--- config.mk ---
export PLATFORM = sky130hd
export DESIGN_NAME = uart_rx_mmio_flat
export DESIGN_NICKNAME = d
export VERILOG_FILES = /design/src/rtl/uart_rx_mmio_pkg.sv /design/src/rtl/uart_rx_mmio_if.sv /design/src/rtl/uart_rx_fifo.sv /design/src/rtl/uart_rx_mmio.sv /design/src/flat_wrapper.sv
export SDC_FILE = /design/constraint.sdc
export NUM_CORES = 1
export LEC_CHECK = 0
export ABC_AREA = 1
export CAP_MARGIN = 20
export CELL_PAD_IN_SITES_DETAIL_PLACEMENT = 1
export CELL_PAD_IN_SITES_GLOBAL_PLACEMENT = 1
export CORE_AREA = 2 2 119 98
export DETAILED_ROUTE_END_ITERATION = 6
export DIE_AREA = 0 0 121 100
export PLACE_DENSITY = 0.83
export SYNTH_ARGS = -nofsm -noshare
export SYNTH_HDL_FRONTEND = slang
export SYNTH_SLANG_ARGS = --single-unit
--- constraint.sdc ---
create_clock -name clk -period 4.6 [get_ports clk]
set_input_delay 0.69 -clock clk [delete_from_list [all_inputs] [get_ports clk]]
set_output_delay 0.69 -clock clk [all_outputs]
set_load 0.03 [all_outputs]
--- src/rtl/uart_rx_mmio_pkg.sv ---
// Shared definitions for the MMIO UART receiver: FSM state type, oversampling
// constants and the status-register bit layout seen by the load path.
package uart_pkg;

    localparam int UART_OVERSAMPLE = 16;
    localparam int UART_MID_SAMPLE = 7;

    localparam int STAT_RX_VALID    = 0;
    localparam int STAT_FIFO_FULL   = 1;
    localparam int STAT_OVERRUN_ERR = 2;
    localparam int STAT_FRAME_ERR   = 3;
    localparam int STAT_WIDTH       = 4;

    typedef enum logic [1:0] {
        IDLE,
        START,
        DATA,
        STOP
    } type_rx_state_e;

endpackage

--- src/rtl/uart_rx_mmio_if.sv ---
// Load-path view of the receiver: pop/clear strobes in, data, status and
// interrupt out.
interface uart_rx_mmio_if
    import uart_pkg::*;
#(
    parameter int DATA_BITS = 8
);
    logic                  rd_en;
    logic                  err_clr;
    logic [DATA_BITS-1:0]  rx_data;
    logic                  rx_valid;
    logic                  fifo_full;
    logic                  overrun_err;
    logic                  frame_err;
    logic                  rx_irq;
    logic [STAT_WIDTH-1:0] rx_status;

    modport master (
        output rd_en, err_clr,
        input  rx_data, rx_valid, fifo_full, overrun_err, frame_err, rx_irq, rx_status
    );

    modport slave (
        input  rd_en, err_clr,
        output rx_data, rx_valid, fifo_full, overrun_err, frame_err, rx_irq, rx_status
    );
endinterface

--- src/rtl/uart_rx_fifo.sv ---
// Synchronous show-ahead FIFO; pointers carry one extra wrap bit so that
// full and empty can be told apart without a separate counter.
module uart_rx_fifo #(
    parameter int WIDTH = 8,
    parameter int DEPTH = 8
) (
    input  logic             clk,
    input  logic             rst,
    input  logic             i_push,
    input  logic [WIDTH-1:0] i_din,
    input  logic             i_pop,
    output logic [WIDTH-1:0] o_dout,
    output logic             o_full,
    output logic             o_empty
);
    localparam int AW = $clog2(DEPTH);

    logic [AW:0]      r_wr_ptr;
    logic [AW:0]      r_rd_ptr;
    logic [WIDTH-1:0] r_mem [DEPTH];
    logic             w_push_ok;
    logic             w_pop_ok;

    assign o_empty   = (r_wr_ptr == r_rd_ptr);
    assign o_full    = (r_wr_ptr[AW] != r_rd_ptr[AW]) && (r_wr_ptr[AW-1:0] == r_rd_ptr[AW-1:0]);
    // A push into a full FIFO is accepted only when the head leaves the same cycle.
    assign w_push_ok = i_push & (~o_full | i_pop);
    assign w_pop_ok  = i_pop & ~o_empty;
    assign o_dout    = o_empty ? '0 : r_mem[r_rd_ptr[AW-1:0]];

    // NOTE: sequential state uses non-blocking assignments so every flop samples pre-edge values.
    always_ff @(posedge clk or negedge rst) begin
        if (!rst) begin
            r_wr_ptr <= '0;
            r_rd_ptr <= '0;
        end else begin
            if (w_push_ok) r_wr_ptr <= r_wr_ptr + 1'b1;
            if (w_pop_ok)  r_rd_ptr <= r_rd_ptr + 1'b1;
        end
    end

    // NOTE: storage is not reset; the empty-gated output makes stale contents invisible.
    always_ff @(posedge clk) begin
        if (w_push_ok) r_mem[r_wr_ptr[AW-1:0]] <= i_din;
    end
endmodule

--- src/rtl/uart_rx_mmio.sv ---
// 16x-oversampling 8N1 UART receiver with a show-ahead receive FIFO, sticky
// overrun/frame error flags and a level interrupt for the MMIO load path.
module uart_rx_mmio
    import uart_pkg::*;
#(
    parameter int DATA_BITS  = 8,
    parameter int FIFO_DEPTH = 8,
    parameter int OVERSAMPLE = UART_OVERSAMPLE
) (
    input  logic        clk,
    input  logic        rst,
    input  logic        uart_s_in,
    input  logic [15:0] baud_div,
    uart_rx_mmio_if.slave bus
);
    localparam int         BIT_W       = (DATA_BITS > 1) ? $clog2(DATA_BITS) : 1;
    localparam logic [3:0] LAST_SAMPLE = 4'(OVERSAMPLE - 1);
    localparam logic [3:0] MID_SAMPLE  = 4'(UART_MID_SAMPLE);

    logic                  r_sync1, r_sync2, r_line_prev;
    logic [15:0]           r_tick_cnt;
    type_rx_state_e        r_state, w_state_nxt;
    logic [3:0]            r_sample_cnt, w_sample_nxt;
    logic [BIT_W-1:0]      r_bit_idx, w_bit_nxt;
    logic [DATA_BITS-1:0]  r_shift, w_shift_nxt;
    logic                  r_overrun, r_frame;
    logic                  w_fall, w_tick, w_stop_sample;
    logic                  w_stop_ok, w_frame_set, w_overrun_set;
    logic                  w_full, w_empty;
    logic [DATA_BITS-1:0]  w_head;
    logic [STAT_WIDTH-1:0] w_status;

    // Idle-high reset values keep a released reset from looking like a start edge.
    always_ff @(posedge clk or negedge rst) begin
        if (!rst) begin
            r_sync1     <= 1'b1;
            r_sync2     <= 1'b1;
            r_line_prev <= 1'b1;
        end else begin
            r_sync1     <= uart_s_in;
            r_sync2     <= r_sync1;
            r_line_prev <= r_sync2;
        end
    end

    assign w_fall = r_line_prev & ~r_sync2;
    assign w_tick = (r_tick_cnt == baud_div);

    always_ff @(posedge clk or negedge rst) begin
        if (!rst)        r_tick_cnt <= '0;
        else if (w_tick) r_tick_cnt <= '0;
        else             r_tick_cnt <= r_tick_cnt + 16'd1;
    end

    always_ff @(posedge clk or negedge rst) begin
        if (!rst) begin
            r_state      <= IDLE;
            r_sample_cnt <= '0;
            r_bit_idx    <= '0;
            r_shift      <= '0;
        end else begin
            r_state      <= w_state_nxt;
            r_sample_cnt <= w_sample_nxt;
            r_bit_idx    <= w_bit_nxt;
            r_shift      <= w_shift_nxt;
        end
    end

    // NOTE: every always_comb output gets a default first so no path infers a latch.
    always_comb begin
        w_state_nxt   = r_state;
        w_sample_nxt  = r_sample_cnt;
        w_bit_nxt     = r_bit_idx;
        w_shift_nxt   = r_shift;
        w_stop_sample = 1'b0;
        unique case (r_state)
            IDLE: begin
                if (w_fall) begin
                    w_sample_nxt = '0;
                    w_bit_nxt    = '0;
                    w_state_nxt  = START;
                end
            end
            START: begin
                if (w_tick) begin
                    if (r_sample_cnt == MID_SAMPLE) begin
                        w_sample_nxt = '0;
                        w_state_nxt  = r_sync2 ? IDLE : DATA;
                    end else begin
                        w_sample_nxt = r_sample_cnt + 4'd1;
                    end
                end
            end
            DATA: begin
                if (w_tick) begin
                    if (r_sample_cnt == LAST_SAMPLE) begin
                        w_sample_nxt = '0;
                        w_shift_nxt  = {r_sync2, r_shift[DATA_BITS-1:1]};
                        w_bit_nxt    = r_bit_idx + 1'b1;
                        if (r_bit_idx == BIT_W'(DATA_BITS - 1)) w_state_nxt = STOP;
                    end else begin
                        w_sample_nxt = r_sample_cnt + 4'd1;
                    end
                end
            end
            STOP: begin
                if (w_tick) begin
                    if (r_sample_cnt == LAST_SAMPLE) begin
                        w_stop_sample = 1'b1;
                        w_sample_nxt  = '0;
                        w_state_nxt   = IDLE;
                    end else begin
                        w_sample_nxt = r_sample_cnt + 4'd1;
                    end
                end
            end
            default: w_state_nxt = IDLE;
        endcase
    end

    assign w_stop_ok     = w_stop_sample & r_sync2;
    assign w_frame_set   = w_stop_sample & ~r_sync2;
    assign w_overrun_set = w_stop_ok & w_full & ~bus.rd_en;

    uart_rx_fifo #(
        .WIDTH (DATA_BITS),
        .DEPTH (FIFO_DEPTH)
    ) u_fifo (
        .clk     (clk),
        .rst     (rst),
        .i_push  (w_stop_ok),
        .i_din   (r_shift),
        .i_pop   (bus.rd_en),
        .o_dout  (w_head),
        .o_full  (w_full),
        .o_empty (w_empty)
    );

    // A new error outranks a clear arriving in the same cycle.
    always_ff @(posedge clk or negedge rst) begin
        if (!rst) begin
            r_overrun <= 1'b0;
            r_frame   <= 1'b0;
        end else begin
            r_overrun <= w_overrun_set | (r_overrun & ~bus.err_clr);
            r_frame   <= w_frame_set   | (r_frame   & ~bus.err_clr);
        end
    end

    always_comb begin
        w_status                   = '0;
        w_status[STAT_RX_VALID]    = ~w_empty;
        w_status[STAT_FIFO_FULL]   = w_full;
        w_status[STAT_OVERRUN_ERR] = r_overrun;
        w_status[STAT_FRAME_ERR]   = r_frame;
    end

    assign bus.rx_data     = w_head;
    assign bus.rx_valid    = ~w_empty;
    assign bus.fifo_full   = w_full;
    assign bus.overrun_err = r_overrun;
    assign bus.frame_err   = r_frame;
    assign bus.rx_irq      = ~w_empty | r_overrun | r_frame;
    assign bus.rx_status   = w_status;
endmodule

--- src/flat_wrapper.sv ---
// flat-port wrapper written by rule: the top's interface ports become plain ports
module uart_rx_mmio_flat import uart_pkg::*;
#(
    parameter int DATA_BITS  = 8,
    parameter int FIFO_DEPTH = 8,
    parameter int OVERSAMPLE = UART_OVERSAMPLE
)
  (clk, rst, uart_s_in, baud_div, bus_rd_en, bus_err_clr, bus_rx_data, bus_rx_valid, bus_fifo_full, bus_overrun_err, bus_frame_err, bus_rx_irq, bus_rx_status);
  uart_rx_mmio_if #(.DATA_BITS(DATA_BITS)) bus_i ();
  input  logic clk;
  input  logic rst;
  input  logic uart_s_in;
  input  logic [15:0] baud_div;
  input wire logic [$bits(bus_i.rd_en)-1:0] bus_rd_en;
  input wire logic [$bits(bus_i.err_clr)-1:0] bus_err_clr;
  output wire logic [$bits(bus_i.rx_data)-1:0] bus_rx_data;
  output wire logic [$bits(bus_i.rx_valid)-1:0] bus_rx_valid;
  output wire logic [$bits(bus_i.fifo_full)-1:0] bus_fifo_full;
  output wire logic [$bits(bus_i.overrun_err)-1:0] bus_overrun_err;
  output wire logic [$bits(bus_i.frame_err)-1:0] bus_frame_err;
  output wire logic [$bits(bus_i.rx_irq)-1:0] bus_rx_irq;
  output wire logic [$bits(bus_i.rx_status)-1:0] bus_rx_status;
  assign bus_i.rd_en = bus_rd_en;
  assign bus_i.err_clr = bus_err_clr;
  assign bus_rx_data = bus_i.rx_data;
  assign bus_rx_valid = bus_i.rx_valid;
  assign bus_fifo_full = bus_i.fifo_full;
  assign bus_overrun_err = bus_i.overrun_err;
  assign bus_frame_err = bus_i.frame_err;
  assign bus_rx_irq = bus_i.rx_irq;
  assign bus_rx_status = bus_i.rx_status;
  uart_rx_mmio #(.DATA_BITS(DATA_BITS), .FIFO_DEPTH(FIFO_DEPTH), .OVERSAMPLE(OVERSAMPLE)) u_core (.clk(clk), .rst(rst), .uart_s_in(uart_s_in), .baud_div(baud_div), .bus(bus_i));
endmodule
After elaboration in Yosys (flattened, before gate mapping) --
Memory sizes are Yosys's and may differ from the RTL's. Cells that the tools add are included.
Storage, ports and cells: register bits 46, memory bits (writable) 64, input bits 21, output and inout bits 17, logic and storage cells 91, memories 1
Memories:
- u_core.u_fifo.r_mem | words 8, bits a word 8, read ports 1, clocked after Yosys merged registers in 0, write ports 1, RTL line uart_rx_fifo.sv:20 | logic [WIDTH-1:0] r_mem [DEPTH];
Operators by class: add/subtract/negate cells 5, equality and inequality tests 19, mux-type cells 27, bitwise logic cells 19, reductions and logical operators 8
Operators by type and width (number):
- two-way mux 4 bit | 5
- two-way mux 2 bit | 9
- != test 2 x 1 -> 1 bit, second input constant | 9
- adder 16 x 1 -> 16 bit, second input constant | 1
- equality test 16 bit | 1
- two-way mux 16 bit | 1
- adder 4 x 1 -> 4 bit, second input constant | 3
- case mux 4 bit (3 select lines) | 1
- bitwise AND 1 bit | 9
- two-way mux 3 bit | 3
- two-way mux 8 bit | 1
- case mux 2 bit (4 select lines) | 1
- AND reduction 8 bit | 1
- case mux 3 bit (2 select lines) | 1
- AND reduction 3 bit | 2
- two-way mux 1 bit | 5
- NOT 1 bit | 5
- bitwise OR 1 bit | 5
- equality test 2 bit, second input constant | 2
- equality test 4 x 3 -> 1 bit, second input constant | 1
- equality test 4 bit | 1
- equality test 4 bit, second input constant | 1
- AND reduction 4 bit | 1
- adder 3 x 1 -> 3 bit, second input constant | 1
- 8 further kinds | 8

Depth between registers and ports, before layout --
Gate-level depths: netlist of run 1.
depth after elaboration 8, gate-level depth with buffers 13, depth with buffers taken out 13

Modules after synthesis --
A second synthesis of run 1 with hierarchy kept.
Unflattened totals: cell total of the unflattened synthesis 569, area, all modules 5262.5 um^2
Modules (own cells, without submodules):
- uart_rx_fifo | times used 1, cells each 270, area each 3074.2 um^2, sequential area each 2122.0 um^2
- uart_rx_mmio | times used 1, cells each 299, area each 2188.3 um^2, sequential area each 954.7 um^2

Worst setup path before layout of run 1 --
No wires, ideal clock.
path type flip-flop to output port, from register u_core.u_fifo.r_rd_ptr[1], to output port bus_rx_data[0], arrival 1973 ps, required time 3910 ps, slack 1937 ps, stages on the path, launching flop included 7, buffers on the path 2, cells stage by stage dfrtp_1 buf_2 xnor2_1 nand4_1 clkbuf_1 o21ai_0 a31oi_1
Between the ends: cells in the longest elaborated chain, start to end 2, elaborated cells between the ends (all ways) 3
Ends and longest elaborated chain:
- start: declaration | RTL line uart_rx_fifo.sv:19 | logic [AW:0] r_rd_ptr;
- start signal: assignment | RTL line uart_rx_fifo.sv:38 | if (w_pop_ok) r_rd_ptr <= r_rd_ptr + 1'b1;
- memory (8 x 8 bit) / equality test 4 bit (equally long branches)
- two-way mux 8 bit * | RTL line uart_rx_fifo.sv:29 | assign o_dout = o_empty ? '0 : r_mem[r_rd_ptr[AW-1:0]];
- end: declaration | RTL line flat_wrapper.sv:16 | output wire logic [$bits(bus_i.rx_data)-1:0] bus_rx_data;
Every way passes the cells marked *; elsewhere a longest branch is shown, timed or not.

Worst setup path in the final report of run 1 --
from register u_core.u_fifo.r_rd_ptr[0], to output port bus_rx_data[6]
Same word-level chain as after synthesis.

==> flow_summary.json, run 1 <==
{
  "run_status": "finished, final reports clean",
  "setup_tns_ns": 0,
  "coreArea_um2": 11100,
  "top_level_ports": 38,
  "ys_types": 36,
  "cp-start-kind": "flip-flop",
  "die_area_um2": 12100,
  "yosys.area.top_type": "edfxtp_1",
  "worst-path-stages": 7,
  "startpoint": "u_core.u_fifo.r_rd_ptr[0]",
  "p_total_mw": 2.77,
  "path_max_fanout": 36,
  "io_buffers": 37,
  "cts_tree": "yes",
  "antenna_left": 0,
  "yosys.area.top_type_share_pct": 36.8,
  "relSlewSlack_pct": 35.9,
  "r2r-end": "u_core.u_fifo.r_mem[0][4]",
  "hold_viol": 0,
  "syn_area_per_cell_um2": 9.33,
  "crit_buf_inv": 3,
  "final_nets": 617,
  "cp.required_ns": 3.91,
  "peakVddDrop_v": 0.000227,
  "syn_area_um2": 5220,
  "syn_to_final_growth_pct": 14.8,
  "setup_viol": 0,
  "drive_gt1_share_pct": 7.56,
  "criticalPathCategory": "reg -> out",
  "tightest_slew_ns": 0.960,
  "rr_startpoint": "u_core.u_fifo.r_rd_ptr[1]",
  "p_leak_nw": 2.53,
  "r2r_slack_ns": 1.76,
  "antenna_found_initial": 0,
  "synth_top_family_by_area": "simple AND/OR/NAND/NOR gates",
  "reg2reg_depth": 6,
  "vias": 3985,
  "path_delay_family": "buffers and inverters",
  "arrival_ns": 3.17,
  "design_area_um2": 5990,
  "power_density_nw_per_um2": 462,
  "synth_edf_count": 64,
  "grt_start_max_net_pins": 47,
  "yosys-mux-area-fraction_pct": 0.192,
  "row_count": 35,
  "die_x_um": 121,
  "synth_xor_area_share_pct": 2.35,
  "routed_wl_um": 13000,
  "viasPerCell": 5.36,
  "clkTransAtPathRegs_ns": 0.07,
  "cts_root_buf": "clkbuf_16",
  "synth_cells": 560,
  "hold_buffers": 0,
  "rsz0062_at_grt": "no",
  "start_util_pct": 47.1,
  "yosys-top-cells-count": "116 x nand2_1, 94 x nor2_1, 64 x edfxtp_1, 54 x inv_1, 51 x o21ai_0",
  "fin_crit_sh_pct": 83.9,
  "cts_inserted_buffers": 9,
  "slowest_stage": "inv_1",
  "grt_pass1_wl_um": 20900,
  "async_flop_share_pct": 41.8,
  "cp-end-kind": "output pin",
  "final_max_slew_viol_count": 0,
  "place_area_um2": 5680,
  "fin_skew_ns": 0.00755,
  "yosys_warnings": 0,
  "holdWs_ns": 0.219,
  "clock_latency_ns": 0.35,
  "yosysMostFrequentCell": "nand2_1",
  "period_needed_ns": 3.86,
  "gp_congestion": 0.778,
  "cts_max_path_buffers": 2,
  "clock.fmax_mhz": 259,
  "synth_fa_ha_area_share_pct": 1.44,
  "clock_sinks": 110,
  "synth_flop_cell": "edfxtp_1",
  "fill_cells": 1265,
  "cts_resized": 0,
  "setup_ws_ns": 0.740,
  "drt_iter0_drc": 276,
  "synth-simple-area-share_pct": 21.5,
  "hpwlAfterDp_um": 9020,
  "ys_seq_elements": 110,
  "dp_worst_setup_slack_ns": 1.15,
  "wl_per_cell_um": 17.4,
  "gr-total-overflow": 0,
  "die_h_um": 100,
  "dp_cells": 726,
  "grt_use_total_pct": 22.6,
  "final_cells": 743,
  "diodes": 0,
  "htree_levels": 3,
  "max_stage_delay_ns": 0.76,
  "path_cells": "buf_4 > inv_1 > o21ai_0 > o22ai_1 > o21ai_0 > a31oi_1 > clkdlybuf4s50_1",
  "worst_hold_path_type": "in -> async",
  "final_util_pct": 54.1,
  "cpMostUsedCell": "o21ai_0",
  "synthesis.nets": 587,
  "cts_setup_buffers": 0,
  "drv_cap": 0,
  "yosysSeqAreaShare_pct": 58.9,
  "grt_pass1_vias": 4077,
  "drc": 0,
  "synth_compound_area_share_pct": 9.08,
  "dr.pass1.iters": 4,
  "synth_area_leaders": "edfxtp_1 37%, dfrtp_1 21%, nand2_1 8.3%, nor2_1 6.8%, o21ai_0 4.9%"
}
==> report_power, final <==
group / total, mW / internal, mW / switching (mW)
clock network: 0.765 / 0.392 / 0.373
registers: 1.15 / 1.08 / 0.0771
logic: 0.851 / 0.304 / 0.547
==> flip-flops by register name (all words and copies together), names as in the netlist, named ones only <==
signal and flops:
u_core.bus.frame_err 1, u_core.r_sync1 1, u_core.r_tick_cnt 16, u_core.u_fifo.r_mem 64, u_core.bus.overrun_err 1, u_core.u_fifo.r_rd_ptr 4, u_core.u_fifo.r_wr_ptr 4, u_core.r_state 1
u_core.r_sample_cnt 4, u_core.r_bit_idx 3, u_core.r_shift 8, u_core.r_sync2 1, u_core.r_line_prev 1
==> final cells by class <==
cell class | instances | area [µm²] | area share, %
Sequential cell | 110 | 3080 | 51.3
Multi-Input combinational cell | 365 | 1800 | 30.1
Timing Repair Buffer | 39 | 393 | 6.55
Inverter | 65 | 244 | 4.07
Clock buffer | 10 | 239 | 3.99
Tap cell | 148 | 185 | 3.09
Clock inverter | 6 | 52.6 | 0.877
==> metal layers <==
layer | track usage (%) | wire [µm]
met4 | 6.62 | 185
met5 | 0 | 0
met3 | 3.75 | 492
met2 | 38.3 | 6410
met1 | 30.1 | 5880
==> placed cells by master, fill, tap and decap left out, types with 8 or more instances in the layout <==
cell type | Yosys | final
a31oi_1 | 9 | 9
nor2_1 | 94 | 94
inv_2 | 10 | 10
nand3_1 | 20 | 20
inv_1 | 54 | 54
edfxtp_1 | 64 | 64
clkbuf_16 | 0 | 9
o22ai_1 | 9 | 9
nand2_1 | 116 | 116
dfrtp_1 | 43 | 43
a21oi_1 | 11 | 11
xnor2_1 | 8 | 8
clkdlybuf4s50_1 | 0 | 36
o21ai_0 | 51 | 51
==> how the worst max path moves through the flow <==
stage                      to  slack [ns]
2_1_floorplan  bus_rx_data[0]        1.94
3_3_place_gp   bus_rx_data[3]        1.18
3_5_place_dp   bus_rx_data[3]        1.15
4_1_cts        bus_rx_data[3]        0.76
5_1_grt        bus_rx_data[6]        0.51
6_report       bus_rx_data[6]        0.74
==> kinds of logic (layout without fill, tap and decap cells) <==
logic type / after synthesis / after routing
flops: 110 / 110
buf+inv: 85 / 120
simple gates: 256 / 256
xor+xnor: 14 / 14
mux: 1 / 1
fa+ha+maj: 6 / 6
compound gates: 88 / 88
==> worst register-to-register path: cells and delay by family, from the launching register on <==
| kind | cells | cell delay [ns] |
|---|---|---|
| flops | 1 | 0.83 |
| xor+xnor | 1 | 0.22 |
| simple gates | 5 | 1.41 |
No activity file was read; power rests on OpenSTA's default activity.
==> run 2: changes to the inputs <==
--- a/config.mk
+++ b/config.mk
@@ -9,10 +9,10 @@
 export CAP_MARGIN = 20
 export CELL_PAD_IN_SITES_DETAIL_PLACEMENT = 1
 export CELL_PAD_IN_SITES_GLOBAL_PLACEMENT = 1
-export CORE_AREA = 2 2 119 98
+export CORE_AREA = 2 2 124 102
 export DETAILED_ROUTE_END_ITERATION = 6
-export DIE_AREA = 0 0 121 100
-export PLACE_DENSITY = 0.83
+export DIE_AREA = 0 0 126 104
+export PLACE_DENSITY = 0.78
 export SYNTH_ARGS = -nofsm -noshare
 export SYNTH_HDL_FRONTEND = slang
 export SYNTH_SLANG_ARGS = --single-unit
==> constraint.sdc (replaced) <==
create_clock -name clk -period 3.79 [get_ports clk]
set_input_delay 0.5685 -clock clk [delete_from_list [all_inputs] [get_ports clk]]
set_output_delay 0.5685 -clock clk [all_outputs]
set_load 0.03 [all_outputs]
==> flow_summary.json, run 2 (synthesized netlist as in run 1, its figures left out) <==
{
  "run_status": "finished, final reports clean",
  "criticalPathCategory": "reg -> out",
  "clock_sinks": 110,
  "p_seq_share_pct": 40.3,
  "viasPerCell": 5.30,
  "wl_per_cell_um": 17.3,
  "hold_buffers": 0,
  "holdWs_ns": 0.303,
  "tightest_slew_ns": 0.747,
  "gr-total-overflow": 0,
  "crit_buf_inv": 1,
  "start_util_pct": 43.9,
  "grt_pass1_vias": 4264,
  "power_density_nw_per_um2": 565,
  "setup_viol": 0,
  "place_area_um2": 5770,
  "cts_setup_buffers": 0,
  "final_cell_mix": "116 x nand2_1, 94 x nor2_1, 64 x edfxtp_1, 54 x inv_1, 51 x o21ai_0",
  "antenna_left": 0,
  "cts_tree": "yes",
  "hpwlAfterDp_um": 9390,
  "cts_inserted_buffers": 9,
  "design_area_um2": 6090,
  "diodes": 0,
  "grt_use_total_pct": 20.9,
  "die_area_um2": 13100,
  "routed_wl_um": 13100,
  "dp_cells": 741,
  "drv_cap": 0,
  "clock_latency_ns": 0.35,
  "cts_max_path_buffers": 2,
  "hold_viol": 0,
  "worst_hold_path_type": "in -> async",
  "final_cells": 757,
  "max_stage_delay_ns": 0.63,
  "p_total_mw": 3.44,
  "die_h_um": 104,
  "dp_worst_setup_slack_ns": 0.661,
  "gp_congestion": 0.756,
  "dr.pass1.iters": 5,
  "clkTransAtPathRegs_ns": 0.07,
  "relSlewSlack_pct": 50.0,
  "power_switching_share_pct": 34.3,
  "final_nets": 627,
  "clock.fmax_mhz": 301,
  "p_int_mw": 2.26,
  "grt_pass1_wl_um": 21700,
  "cts_resized": 0,
  "cp.required_ns": 3.22,
  "largest_register_ff_count": 64,
  "vias": 4015,
  "peakVddDrop_v": 0.000248,
  "fin_crit_sh_pct": 87.7,
  "coreArea_um2": 11900,
  "top_level_ports": 38,
  "cp-end-kind": "output pin",
  "row_count": 36,
  "drive_gt1_share_pct": 9.09,
  "antenna_found_initial": 0,
  "final_common_cell": "nand2_1",
  "cp-start-kind": "flip-flop",
  "p_sw_mw": 1.18,
  "final_max_slew_viol_count": 0,
  "setup_tns_ns": 0,
  "period_needed_ns": 3.33,
  "setup_ws_ns": 0.465,
  "cts_root_buf": "clkbuf_16",
  "final_util_pct": 51.2,
  "htree_levels": 3,
  "fill_cells": 1361,
  "drc": 0,
  "drt_iter0_drc": 262,
  "arrival_ns": 2.76,
  "die_x_um": 126,
  "rsz0062_at_grt": "no",
  "slowest_stage": "clkdlybuf4s50_1",
  "path_cells": "xnor2_1 > nand4_1 > o21ai_0 > a31oi_1 > clkdlybuf4s50_1",
  "p_leak_nw": 2.60,
  "syn_to_final_growth_pct": 16.7,
  "p_clk_share_pct": 28.9,
  "path_delay_family": "buffers and inverters",
  "fin_skew_ns": 0.00648,
  "path_max_fanout": 14,
  "grt_start_max_net_pins": 47,
  "comb_power_share_pct": 30.8,
  "io_buffers": 37
}
## run 2: cell count changes in the layout (fill, tap and decap cells not counted), sizes merged
cell      previous run  this run
bufinv               0         1
buf                  3        13
clkinv               1         4
inv                 68        64
clkbuf              10        12
clkinvlp             2         0
## run 2: per-layer routing
layer,part of all wire (%),vias to the layer above,global-route usage (%)
met5,0,-,0
met4,1.4,0,5.65
met3,4.0,19,4.17
met2,49,88,33.8
met1,46,1988,28.9
li1,-,1920,-
## run 2: worst reg2reg max path: cells and delay by family (launching register included)
family,cells,cell delay (ns)
fa+ha+maj,1,0.22
flops,1,0.39
simple gates,6,1.56
## run 2: path summary, 6_finish.rpt
path	startpoint	end	cells past startpoint	slack, ns
worst max-delay path	u_core.u_fifo.r_wr_ptr[2]	bus_rx_data[2]	5	0.46
worst min-delay path	rst	u_core.r_tick_cnt[7]	2	0.30
worst max register to register	u_core.r_sample_cnt[0]	u_core.u_fifo.r_mem[0][0]	7	1.26
worst min register to register	u_core.r_sync1	u_core.r_sync2	0	0.36
max in group asynchronous	rst	u_core.r_shift[3]	2	3.07
min in group clk	u_core.r_sync1	u_core.r_sync2	0	0.36
## run 2: power groups by stage
stage	Sequential (mW)	Clock [mW]	Combinational [mW]
global placement	1.41	0	1.02
CTS	1.39	1.01	1.07
finish	1.39	0.996	1.06
floorplan	1.38	0	0.712
global route	1.40	1.06	1.17
detailed placement	1.41	0	1.06
## run 2: cell type report
| cell class | instances | area, µm² | share of cell area (%) |
|---|---|---|---|
| sequential | 110 | 3080 | 50.5 |
| multi-input combinational | 365 | 1800 | 29.6 |
| timing repair buffer | 49 | 455 | 7.48 |
| clock buffer | 12 | 269 | 4.42 |
| inverter | 65 | 244 | 4.00 |
| tap | 152 | 190 | 3.12 |
| clock inverter | 4 | 52.6 | 0.863 |
==> run 3: changes to the inputs <==
--- a/config.mk
+++ b/config.mk
@@ -9,10 +9,10 @@
 export CAP_MARGIN = 20
 export CELL_PAD_IN_SITES_DETAIL_PLACEMENT = 1
 export CELL_PAD_IN_SITES_GLOBAL_PLACEMENT = 1
-export CORE_AREA = 2 2 124 102
+export CORE_AREA = 2 2 91 137
 export DETAILED_ROUTE_END_ITERATION = 6
-export DIE_AREA = 0 0 126 104
-export PLACE_DENSITY = 0.78
+export DIE_AREA = 0 0 93 139
+export PLACE_DENSITY = 0.88
 export SYNTH_ARGS = -nofsm -noshare
 export SYNTH_HDL_FRONTEND = slang
 export SYNTH_SLANG_ARGS = --single-unit
==> flow_summary.json, run 3 (synthesized netlist as in run 1, its figures left out) <==
{
  "run_status": "finished, final reports clean",
  "start_util_pct": 44.4,
  "antenna_found_initial": 0,
  "cts_root_buf": "clkbuf_16",
  "dr.pass1.iters": 4,
  "diodes": 0,
  "cp-end-kind": "output pin",
  "setup_tns_ns": 0,
  "p_leak_nw": 2.57,
  "die_area_um2": 12900,
  "htree_levels": 3,
  "final_max_slew_viol_count": 0,
  "final_util_pct": 51.4,
  "cts_tree": "yes",
  "final_cells": 751,
  "final_common_cell": "nand2_1",
  "drt_iter0_drc": 159,
  "dp_cells": 734,
  "grt_pass1_vias": 4495,
  "grt_pass1_wl_um": 21700,
  "row_count": 49,
  "worst_hold_path_type": "in -> async",
  "vias": 3970,
  "fin_crit_sh_pct": 95.8,
  "period_needed_ns": 3.63,
  "criticalPathCategory": "reg -> out",
  "cts_setup_buffers": 0,
  "hold_buffers": 0,
  "holdWs_ns": 0.210,
  "final_nets": 620,
  "cts_inserted_buffers": 9,
  "arrival_ns": 3.06,
  "io_buffers": 37,
  "die_x_um": 93,
  "gp_congestion": 0.841,
  "drive_gt1_share_pct": 7.86,
  "clock_latency_ns": 0.35,
  "coreArea_um2": 11800,
  "syn_to_final_growth_pct": 15.9,
  "rsz0062_at_grt": "no",
  "wl_per_cell_um": 17.6,
  "clock.fmax_mhz": 275,
  "cts_resized": 0,
  "gr-total-overflow": 0,
  "grt_start_max_net_pins": 47,
  "viasPerCell": 5.29,
  "setup_viol": 0,
  "grt_use_total_pct": 21.5,
  "power_density_nw_per_um2": 573,
  "die_h_um": 139,
  "hold_viol": 0,
  "cts_max_path_buffers": 2,
  "top_level_ports": 38,
  "p_total_mw": 3.47,
  "routed_wl_um": 13200,
  "cp-start-kind": "flip-flop",
  "drc": 0,
  "relSlewSlack_pct": 45.3,
  "tightest_slew_ns": 0.817,
  "clock_sinks": 110,
  "clkTransAtPathRegs_ns": 0.07,
  "drv_cap": 0,
  "path_max_fanout": 20,
  "cp.required_ns": 3.22,
  "antenna_left": 0,
  "hpwlAfterDp_um": 10000,
  "largest_register_ff_count": 64,
  "fin_skew_ns": 0.00560,
  "peakVddDrop_v": 0.000266,
  "final_cell_mix": "116 x nand2_1, 94 x nor2_1, 64 x edfxtp_1, 54 x inv_1, 51 x o21ai_0"
}
run 3: final cells by class:
| cell class | count | area, µm² |
|---|---|---|
| tap | 153 | 191 |
| clock inverter | 6 | 91.3 |
| clock buffer | 10 | 229 |
| sequential | 110 | 3080 |
| multi-input combinational | 365 | 1800 |
| fill | 1396 | 5720 |
| timing repair buffer | 42 | 415 |
| inverter | 65 | 244 |
run 3: metrics by stage:
| stage | cell area [µm²] | worst slack, ns |
|---|---|---|
| final | 6050 | 0.159 |
| after global routing | 6050 | 0.0649 |
| after CTS | 6030 | 0.199 |
| after detailed placement | 5710 | 0.586 |
| after global placement | 5710 | 0.731 |
| after floorplan | 5220 | 1.25 |
run 3: power breakdown:
group	total [mW]	internal, mW	switching [mW]
logic	1.04	0.373	0.669
registers	1.40	1.31	0.0883
clock network	1.03	0.585	0.442
total	3.47	2.27	1.20
run 3: critical path, cell delays in order, from the launching register on:
cell and delay [ns]:
dfrtp_1 0.75, xnor2_1 0.19, nand4_1 0.48, o21ai_0 0.33
a31oi_1 0.26, clkdlybuf4s50_1 0.70
run 3: final timing paths:
check,startpoint,slack (ns),depth (start not counted),end
setup / recovery,u_core.u_fifo.r_rd_ptr[1],0.16,5,bus_rx_data[0]
hold / removal,rst,0.21,1,u_core.r_tick_cnt[13]
setup reg to reg,u_core.u_fifo.r_rd_ptr[1],1.15,6,u_core.u_fifo.r_mem[7][4]
hold reg to reg,u_core.r_sync1,0.36,0,u_core.r_sync2
max in group asynchronous,rst,3.05,2,u_core.r_tick_cnt[3]
min in group clk,u_core.r_sync1,0.36,0,u_core.r_sync2
run 3: metal layers:
layer | GRT usage, % | share of wire [%] | vias to the layer above
li1 | - | - | 1908
met1 | 22.0 | 37 | 1952
met2 | 41.3 | 56 | 70
met3 | 2.93 | 2.0 | 40
met4 | 11.1 | 4.4 | 0
met5 | 0 | 0 | -
